File: config.mk
export PLATFORM = sky130hd
export DESIGN_NAME = virtual_cast_injector
export DESIGN_NICKNAME = d
export VERILOG_FILES = /design/src/rtl/virtual_inj_pkg.sv /design/src/rtl/virtual_cast_injector.sv
export SDC_FILE = /design/constraint.sdc
export NUM_CORES = 1
export LEC_CHECK = 0
export CAP_MARGIN = 20
export CORE_ASPECT_RATIO = 0.6
export CORE_MARGIN = 2
export CORE_UTILIZATION = 57
export DETAILED_ROUTE_END_ITERATION = 10
export PLACE_DENSITY = 0.83
export REMOVE_ABC_BUFFERS = 1
export SLEW_MARGIN = 20
export SYNTH_ARGS = -nofsm -noshare
export SYNTH_HDL_FRONTEND = slang
export SYNTH_SLANG_ARGS = --single-unit
File: constraint.sdc
create_clock -name clk -period 8.34 [get_ports clk]
set_input_delay 1.668 -clock clk [delete_from_list [all_inputs] [get_ports clk]]
set_output_delay 1.668 -clock clk [all_outputs]
set_load 0.1 [all_outputs]
File: src/rtl/virtual_inj_pkg.sv
// rtl/virtual_inj_pkg.sv - flit encoding and FSM states shared by the cast injector and sink checker
package virtual_inj_pkg;

  localparam logic [1:0] HEAD = 2'b01;
  localparam logic [1:0] BODY = 2'b00;
  localparam logic [1:0] TAIL = 2'b10;

  localparam int SID_LSB = 0;
  localparam int SID_W   = 10;
  localparam int SEQ_LSB = 10;
  localparam int SEQ_W   = 16;

  typedef enum logic [2:0] {
    ST_IDLE,
    ST_HEAD,
    ST_BODY,
    ST_TAIL,
    ST_GAP,
    ST_DONE
  } state_t;

  typedef struct packed {
    logic [1:0]       ftype;
    logic [SEQ_W-1:0] seq;
    logic [SID_W-1:0] sid;
  } hdr_t;

  function automatic hdr_t make_head(input logic [SID_W-1:0] sid, input logic [SEQ_W-1:0] seq);
    hdr_t h;
    h.ftype = HEAD;
    h.seq   = seq;
    h.sid   = sid;
    return h;
  endfunction

  function automatic hdr_t make_tail(input logic [SID_W-1:0] sid, input logic [SEQ_W-1:0] seq);
    hdr_t h;
    h.ftype = TAIL;
    h.seq   = seq;
    h.sid   = sid;
    return h;
  endfunction

endpackage

File: src/rtl/virtual_cast_injector.sv
// rtl/virtual_cast_injector.sv - framed head/body/tail flit source for the cast network
// Optional stall counter output enabled by VIRTUAL_INJ_STALL_CNT_EN.
module virtual_cast_injector
  import virtual_inj_pkg::*;
#(
  parameter int unsigned DW         = 64,
  parameter logic [9:0]  STREAM_ID  = 10'd0,
  parameter int unsigned PKT_LEN    = 4,
  parameter int unsigned NUM_PKTS   = 8,
  parameter int unsigned GAP_CYCLES = 0
) (
  input  logic          clk,
  input  logic          rst,
  input  logic          start_i,
  output logic          valid_o,
  output logic [DW-1:0] data_o,
  input  logic          ready_i,
  output logic          busy_o,
  output logic          done_o
`ifdef VIRTUAL_INJ_STALL_CNT_EN
  ,
  output logic [31:0]   stall_cnt_o
`endif
);

  state_t        r_state;
  logic [31:0]   r_pkt_cnt;
  logic [DW-3:0] r_payload;
  logic [31:0]   r_body_cnt;
  logic [31:0]   r_gap_cnt;
  logic          r_valid;
  logic [DW-1:0] r_data;
  logic          r_busy;
  logic          r_done;

  state_t        w_state;
  logic [31:0]   w_pkt_cnt;
  logic [DW-3:0] w_payload;
  logic [31:0]   w_body_cnt;
  logic [31:0]   w_gap_cnt;
  logic          w_xfer;
  hdr_t          w_hdr;
  logic [DW-1:0] w_data;

  assign w_xfer = r_valid & ready_i;

  always_ff @(posedge clk) begin
    if (rst) begin
      r_state    <= ST_IDLE;
      r_pkt_cnt  <= '0;
      r_payload  <= '0;
      r_body_cnt <= '0;
      r_gap_cnt  <= '0;
      r_valid    <= 1'b0;
      r_data     <= '0;
      r_busy     <= 1'b0;
      r_done     <= 1'b0;
    end else begin
      r_state    <= w_state;
      r_pkt_cnt  <= w_pkt_cnt;
      r_payload  <= w_payload;
      r_body_cnt <= w_body_cnt;
      r_gap_cnt  <= w_gap_cnt;
      r_valid    <= (w_state == ST_HEAD) || (w_state == ST_BODY) || (w_state == ST_TAIL);
      r_data     <= w_data;
      r_busy     <= (w_state != ST_IDLE) && (w_state != ST_DONE);
      r_done     <= (w_state == ST_DONE);
    end
  end

  always_comb begin
    w_state    = r_state;
    w_pkt_cnt  = r_pkt_cnt;
    w_payload  = r_payload;
    w_body_cnt = r_body_cnt;
    w_gap_cnt  = r_gap_cnt;
    case (r_state)
      ST_IDLE, ST_DONE: begin
        if (start_i) begin
          w_pkt_cnt  = '0;
          w_payload  = '0;
          w_body_cnt = '0;
          w_gap_cnt  = '0;
          w_state    = (NUM_PKTS == 0) ? ST_DONE : ST_HEAD;
        end
      end
      ST_HEAD: begin
        if (w_xfer) w_state = (PKT_LEN > 0) ? ST_BODY : ST_TAIL;
      end
      ST_BODY: begin
        if (w_xfer) begin
          w_payload = r_payload + 1'b1;
          if (r_body_cnt == PKT_LEN - 1) begin
            w_body_cnt = '0;
            w_state    = ST_TAIL;
          end else begin
            w_body_cnt = r_body_cnt + 1;
          end
        end
      end
      ST_TAIL: begin
        if (w_xfer) begin
          w_pkt_cnt = r_pkt_cnt + 1;
          if (w_pkt_cnt == NUM_PKTS) begin
            w_state = ST_DONE;
          end else if (GAP_CYCLES > 0) begin
            w_gap_cnt = '0;
            w_state   = ST_GAP;
          end else begin
            w_state = ST_HEAD;
          end
        end
      end
      ST_GAP: begin
        if (r_gap_cnt == GAP_CYCLES - 1) begin
          w_gap_cnt = '0;
          w_state   = ST_HEAD;
        end else begin
          w_gap_cnt = r_gap_cnt + 1;
        end
      end
      default: w_state = ST_IDLE;
    endcase
  end

  // Flit for the next cycle is built from next-state values so data_o is registered.
  always_comb begin
    w_hdr  = (w_state == ST_TAIL) ? make_tail(STREAM_ID, w_pkt_cnt[SEQ_W-1:0])
                                  : make_head(STREAM_ID, w_pkt_cnt[SEQ_W-1:0]);
    w_data = '0;
    case (w_state)
      ST_HEAD, ST_TAIL: begin
        w_data[DW-1 -: 2]          = w_hdr.ftype;
        w_data[SID_LSB +: SID_W]   = w_hdr.sid;
        w_data[SEQ_LSB +: SEQ_W]   = w_hdr.seq;
      end
      ST_BODY: w_data = {BODY, w_payload};
      default: w_data = '0;
    endcase
  end

  assign valid_o = r_valid;
  assign data_o  = r_data;
  assign busy_o  = r_busy;
  assign done_o  = r_done;

`ifdef VIRTUAL_INJ_STALL_CNT_EN
  logic [31:0] r_stall_cnt;
  logic        w_start_ok;

  assign w_start_ok = start_i & ((r_state == ST_IDLE) | (r_state == ST_DONE));

  always_ff @(posedge clk) begin
    if (rst) begin
      r_stall_cnt <= '0;
    end else if (w_start_ok) begin
      r_stall_cnt <= '0;
    end else if (r_valid && !ready_i && (r_stall_cnt != 32'hFFFF_FFFF)) begin
      r_stall_cnt <= r_stall_cnt + 1;
    end
  end

  assign stall_cnt_o = r_stall_cnt;
`endif

endmodule

==> flow_summary.toml, run 1 <==
[flow_run]
max_cap_viol_count = 0

[layout]
num-nets-final = 1399
layout.filler_cells = 1502
antenna_cells_inserted = 0
instances_no_fill = 1652
footprint_of_the_multi_input_gates_mm2 = 0.00585
drive_gt1_share_pct = 5.41
areaGrowthSynthToFinish_pct = 13.9
area_of_all_sequential_standard_cells_mm2 = 0.00456

[detailed_routing]
remaining_drc_errors = 0
drt-vias-per-instance = 6.32
drt-wirelength-per-cell_um = 17.8
route.vias.total = 10400
drtAntennaViolNets = 0
highest-signal-layer = "met4"
drt_pass1_iterations = 6
drt-met1-wl_um = 13800
wl_met3_um = 3040
detailroute.wirelength.met2_um = 11700
post_detailed_routing_wire_length_um = 29400
drtIter0Drc = 1407

[clock_network]
tritoncts = "yes"
number_of_h_tree_levels = 1
numCtsBuffers = 22
cts_sinks = 228
cts_post_setup_buffers_inserted = 0
cts.hold.buffers_added = 0
cts.reportedPaths.clkPinSlew_ns = 0.07
clock_tree.buffer_depth = 3
clock-root-buffer = "clkbuf_16"
worst_skew_pair_latency_ns = 0.52
cts_repair_resize_count = 0

[critical_path]
endpoint_kind = "flop"
crit_arrival_ns = 4.77
worst-endpoint-required_ns = 8.80
reg2reg_depth = 8
timing.critical_path.fanout_max = 8
criticalPathCategory = "primary input to flop"
worst_setup_path_start_kind = "primary input"

[floorplan]
design.die.area_mm2 = 0.0202
placement_rows = 39
die_h_um = 111
core_area_mm2 = 0.0188
starting_utilization_of_the_core_area_pct = 57.7
die_x_um = 182
boundaryPins = 71

[global_route]
wire_length_of_the_first_global_routing_pass_um = 47700
globalRoute.totalOverflow = 0
grt_pass1_vias = 9402
grt_start_max_net_pins = 71
global_router_s_overall_resource_usage_pct = 28.6
antenna_found_initial = 0

[synthesis]
yosys.area.top_type_share_pct = 42.0
synth_cells = 1368
synth_top_area_cell = "dfxtp_1"
synthArstFlopShare_pct = 0
number_of_enable_flip_flop_cells_after_synthesis = 0
synth_cell_area_mm2 = 0.0109
synth.ff_latch_count = 228
synth_sequential_area_ratio_pct = 42.0
postSynth.topFlopCell = "dfxtp_1"
synth.area.top_cells = "dfxtp_1, nor2_1, nand2_1"
syn_avg_cell_area_um2 = 7.94
synth.lib_cells_used.distinct = 68
yosysWarnings = 0

[worst_hold_path]
hold_path_class = "flop to flop"
timing.hold.worst_path_depth = 2

[timing]
post-route-period-util_pct = 51.8
max_clock_freq_ghz = 0.232
worst_pin_slew_ns = 1.06
rsz_0062_raised_after_global_routing = "false"
setup_total_negative_slack_ns = 0
timing_hold_violations_final = 0
fin_crit_ns = 4.32
setup_violations_final = 0
maxSlewHeadroom_pct = 29.3
clock-skew-final_ns = 0.0204
report.final.slew_viol_count = 0

[pwr]
power.static_leakage_nw = 4.25
vdd.ir_drop.worst_mv = 0.127
power.density_mw_per_mm2 = 183

[place]
dpl.hpwl_um = 19800
dp_cells = 1612
finalWeightedCongestion = 0.965
io_buffer_count = 70

[status]
status = "finished clean"
## cells by family (layout without fill, tap and decap cells)
logic type | after synthesis | after routing | synth area share (%)
AND/OR/NAND/NOR | 644 | 644 | 30.4
multiplexers | 6 | 6 | 0.553
XOR/XNOR | 43 | 43 | 3.47
buffers and inverters | 110 | 148 | 4.23
AO/OA/AOI/OAI | 331 | 331 | 18.7
adder cells (fa/ha/maj) | 6 | 6 | 0.668
flip-flops | 228 | 228 | 42.0
## final cells by class
| type | count | area share [%] |
|---|---|---|
| inverters | 27 | 0.819 |
| well taps | 246 | 2.49 |
| repair buffers | 81 | 6.31 |
| clock inverters | 11 | 1.19 |
| clock buffers | 29 | 4.99 |
| flip-flops and latches | 228 | 36.9 |
| multi-input cells | 1030 | 47.3 |
## layer usage
metal | global-route usage [%] | up-vias
li1 | - | 4993
met1 | 44.2 | 4820
met2 | 39.2 | 555
met3 | 5.58 | 69
met4 | 9.68 | 0
met5 | 0 | -
## worst paths after layout
| kind | slack, ns | end | start |
|---|---|---|---|
| worst max-delay path | 4.02 | data_o[60] | ready_i |
| worst min-delay path | 0.49 | r_body_cnt[1] | r_body_cnt[1] |
| worst max register to register | 4.60 | data_o[11] | r_pkt_cnt[7] |
| worst min register to register | 0.49 | r_body_cnt[1] | r_body_cnt[1] |
## registers in the layout (all words and copies together), names as in the netlist
register and flops:
r_state 3, done_o 1, r_pkt_cnt 32, valid_o 1
busy_o 1, r_gap_cnt 32, r_payload 62, r_body_cnt 32
data_o 64
## Yosys cell counts, types with 3 or more instances
cell type,number
o32ai_1,3
nand2b_1,9
a31oi_1,27
a21oi_1,94
and4_1,10
dfxtp_1,228
nor2b_1,28
nor3_1,45
or4_1,6
xor2_1,25
a21o_1,9
nand3b_1,8
nand4_4,4
or3_1,16
a311o_1,4
clkbuf_1,66
nand4b_1,4
o41ai_1,3
buf_6,4
nor2_1,172
nand3_1,67
nor3b_1,4
a211oi_1,11
and2_1,19
o31a_1,4
o21ai_0,96
nand4_1,33
buf_2,10
o21a_1,6
o31ai_1,7
a41oi_1,5
a311oi_1,19
ha_1,5
xnor2_1,18
or2_2,4
a22oi_1,9
nand2_1,136
a31o_2,5
o22ai_1,15
and3_1,43
inv_1,27
nor4_1,24
mux2i_1,6
## placed cells by master, fill, tap and decap left out, types with 27 or more instances in the layout
cell type,n
nor2b_1,28
a31oi_1,27
nor2_1,172
o21ai_0,96
nand4_1,33
dfxtp_1,228
nor3_1,45
and3_1,43
inv_1,27
nand3_1,67
a21oi_1,94
clkdlybuf4s50_1,69
nand2_1,135
## power breakdown
group | internal, mW | leakage [nW] | switching, mW
Clock | 0.617 | 0.377 | 0.437
Combinational | 0.0237 | 2.03 | 0.0844
Sequential | 1.09 | 1.84 | 0.00540
## stage by stage
stage               hold WS [ns]  power (mW)  util (%)  worst slack [ns]  instance area, um2
finish                     0.489        2.26      65.7              4.02               12400
detailed placement         0.473        1.23      61.6              3.62               11600
CTS                        0.483        2.26      65.6              4.15               12400
global route               0.512        2.32      65.7              3.78               12400
floorplan                  0.438        1.18         -              3.14               10500
global placement           0.461        1.22      61.6              3.73               11600
## worst max-delay path, stage by stage
cell             delay [ns]
clkdlybuf4s50_1        0.52
nand3_1                0.20
nor2_1                 0.38
nand3_1                0.32
nor4_2                 0.88
nand4_1                0.22
or3_1                  0.34
o21ai_0                0.10
nor2b_1                0.14
Note: power is estimated with default switching activity, not from simulation.
==> run 2, diff against run 1 <==
==> constraint.sdc (replaced) <==
create_clock -name clk -period 4 [get_ports clk]
set_input_delay 0.8 -clock clk [delete_from_list [all_inputs] [get_ports clk]]
set_output_delay 0.8 -clock clk [all_outputs]
set_load 0.1 [all_outputs]
==> flow_summary.toml, run 2 (synthesis results as in run 1) <==
[clock_network]
number_of_h_tree_levels = 1
clock_tree.buffer_depth = 3
tritoncts = "yes"
numCtsBuffers = 22
cts_sinks = 228
cts.reportedPaths.clkPinSlew_ns = 0.07
cts.hold.buffers_added = 0
clock-root-buffer = "clkbuf_16"
cts_post_setup_buffers_inserted = 0
cts_repair_resize_count = 0
worst_skew_pair_latency_ns = 0.51

[global_route]
antenna_found_initial = 0
wire_length_of_the_first_global_routing_pass_um = 47200
globalRoute.totalOverflow = 0
grt_start_max_net_pins = 82
global_router_s_overall_resource_usage_pct = 28.3
grt_pass1_vias = 9231

[timing]
rsz_0062_raised_after_global_routing = "false"
timing_hold_violations_final = 0
minimum_hold_slack_ns = 0.489
setup_violations_final = 0
report.final.slew_viol_count = 0
clock-skew-final_ns = 0.0140
worst_pin_slew_ns = 1.00
maxSlewHeadroom_pct = 33.0
fin_crit_ns = 3.57
post-route-period-util_pct = 89.1
max_clock_freq_ghz = 0.280

[detailed_routing]
drt-vias-per-instance = 6.31
drt-wirelength-per-cell_um = 17.7
remaining_drc_errors = 0
route.vias.total = 10500
drt_pass1_iterations = 6
drtAntennaViolNets = 0
post_detailed_routing_wire_length_um = 29400
drtIter0Drc = 1479

[critical_path]
critical_path.reg2reg.startpoint = "r_pkt_cnt[16]"
crit_arrival_ns = 3.92
timing.critical_path.fanout_max = 13
worst_setup_path_start_kind = "flop"
worst-endpoint-required_ns = 4.36
setup.worst_path.start = "r_pkt_cnt[16]"
reg2reg_slack_ns = 0.43
criticalPathCategory = "flop to flop"
endpoint_kind = "flop"

[layout]
fin_area_mm2 = 0.0125
antenna_cells_inserted = 0
num-nets-final = 1411
largest_register_ffs = 64
areaGrowthSynthToFinish_pct = 14.9
most-common-layout-cells = "dfxtp_1, nor2_1, nand2_1"
final_core_util_pct = 66.2
layout.cells.most_common = "dfxtp_1"
drive_gt1_share_pct = 6.21

[floorplan]
placement_rows = 39
core_area_mm2 = 0.0188
die_x_um = 182
design.die.area_mm2 = 0.0202
boundaryPins = 71
starting_utilization_of_the_core_area_pct = 57.7
die_h_um = 111

[place]
io_buffer_count = 70
placed_cell_areas_mm2 = 0.0117
finalWeightedCongestion = 0.952
dpl.hpwl_um = 20100

[pwr]
vdd.ir_drop.worst_mv = 0.286
power.static_leakage_nw = 4.31
power.density_mw_per_mm2 = 382
fin_total_pwr_mw = 4.77

[status]
status = "finished clean"

[flow_run]
max_cap_viol_count = 0

[worst_hold_path]
hold_path_class = "flop to flop"
hold_start = "r_gap_cnt[17]"
==> run 2: path summary, 6_finish.rpt <==
check                   to  cells past startpoint
max             data_o[11]                      8
min          r_gap_cnt[17]                      2
max reg2reg     data_o[11]                      8
min reg2reg  r_gap_cnt[17]                      2
==> run 2: metrics by stage <==
| stage | TNS, ns | setup WS (ns) | std cells |
|---|---|---|---|
| after CTS | 0 | 0.522 | 1664 |
| after global placement | 0 | 0.529 | 1624 |
| final | 0 | 0.435 | 1664 |
| after floorplan | -11.24 | -0.627 | 1285 |
| after global routing | 0 | 0.240 | 1664 |
| after detailed placement | 0 | 0.322 | 1624 |
==> run 2: power breakdown <==
group          internal, mW  leakage (nW)  switching [mW]
combinational        0.0521          2.09           0.175
clock                  1.35         0.384           0.902
sequential             2.28          1.84          0.0110
==> run 2: routing by layer <==
layer | routed length (um) | vias to the layer above | GRT usage, %
met3 | 3180 | 39 | 6.44
met5 | 0 | - | 0
met2 | 12000 | 584 | 39.6
li1 | - | 5010 | -
met4 | 396 | 0 | 5.59
met1 | 13800 | 4870 | 44.0
==> run 2: worst max-delay path, cell delays in order (launching register included) <==
cell and delay [ns]:
dfxtp_1 0.48, nand2_1 0.18, nor3_1 0.64, nand3_1 0.33, mux2i_1 0.19, or4_1 0.52
or4_4 0.47, nand3_1 0.43, o32ai_1 0.18
==> run 2: area by class of cell <==
| cell class | instances | area [um2] |
|---|---|---|
| inverter | 27 | 101 |
| fill | 1538 | 6360 |
| timing repair buffer | 93 | 871 |
| tap | 246 | 308 |
| sequential | 228 | 4560 |
| clock inverter | 12 | 171 |
| multi-input combinational | 1030 | 5850 |
| clock buffer | 28 | 614 |
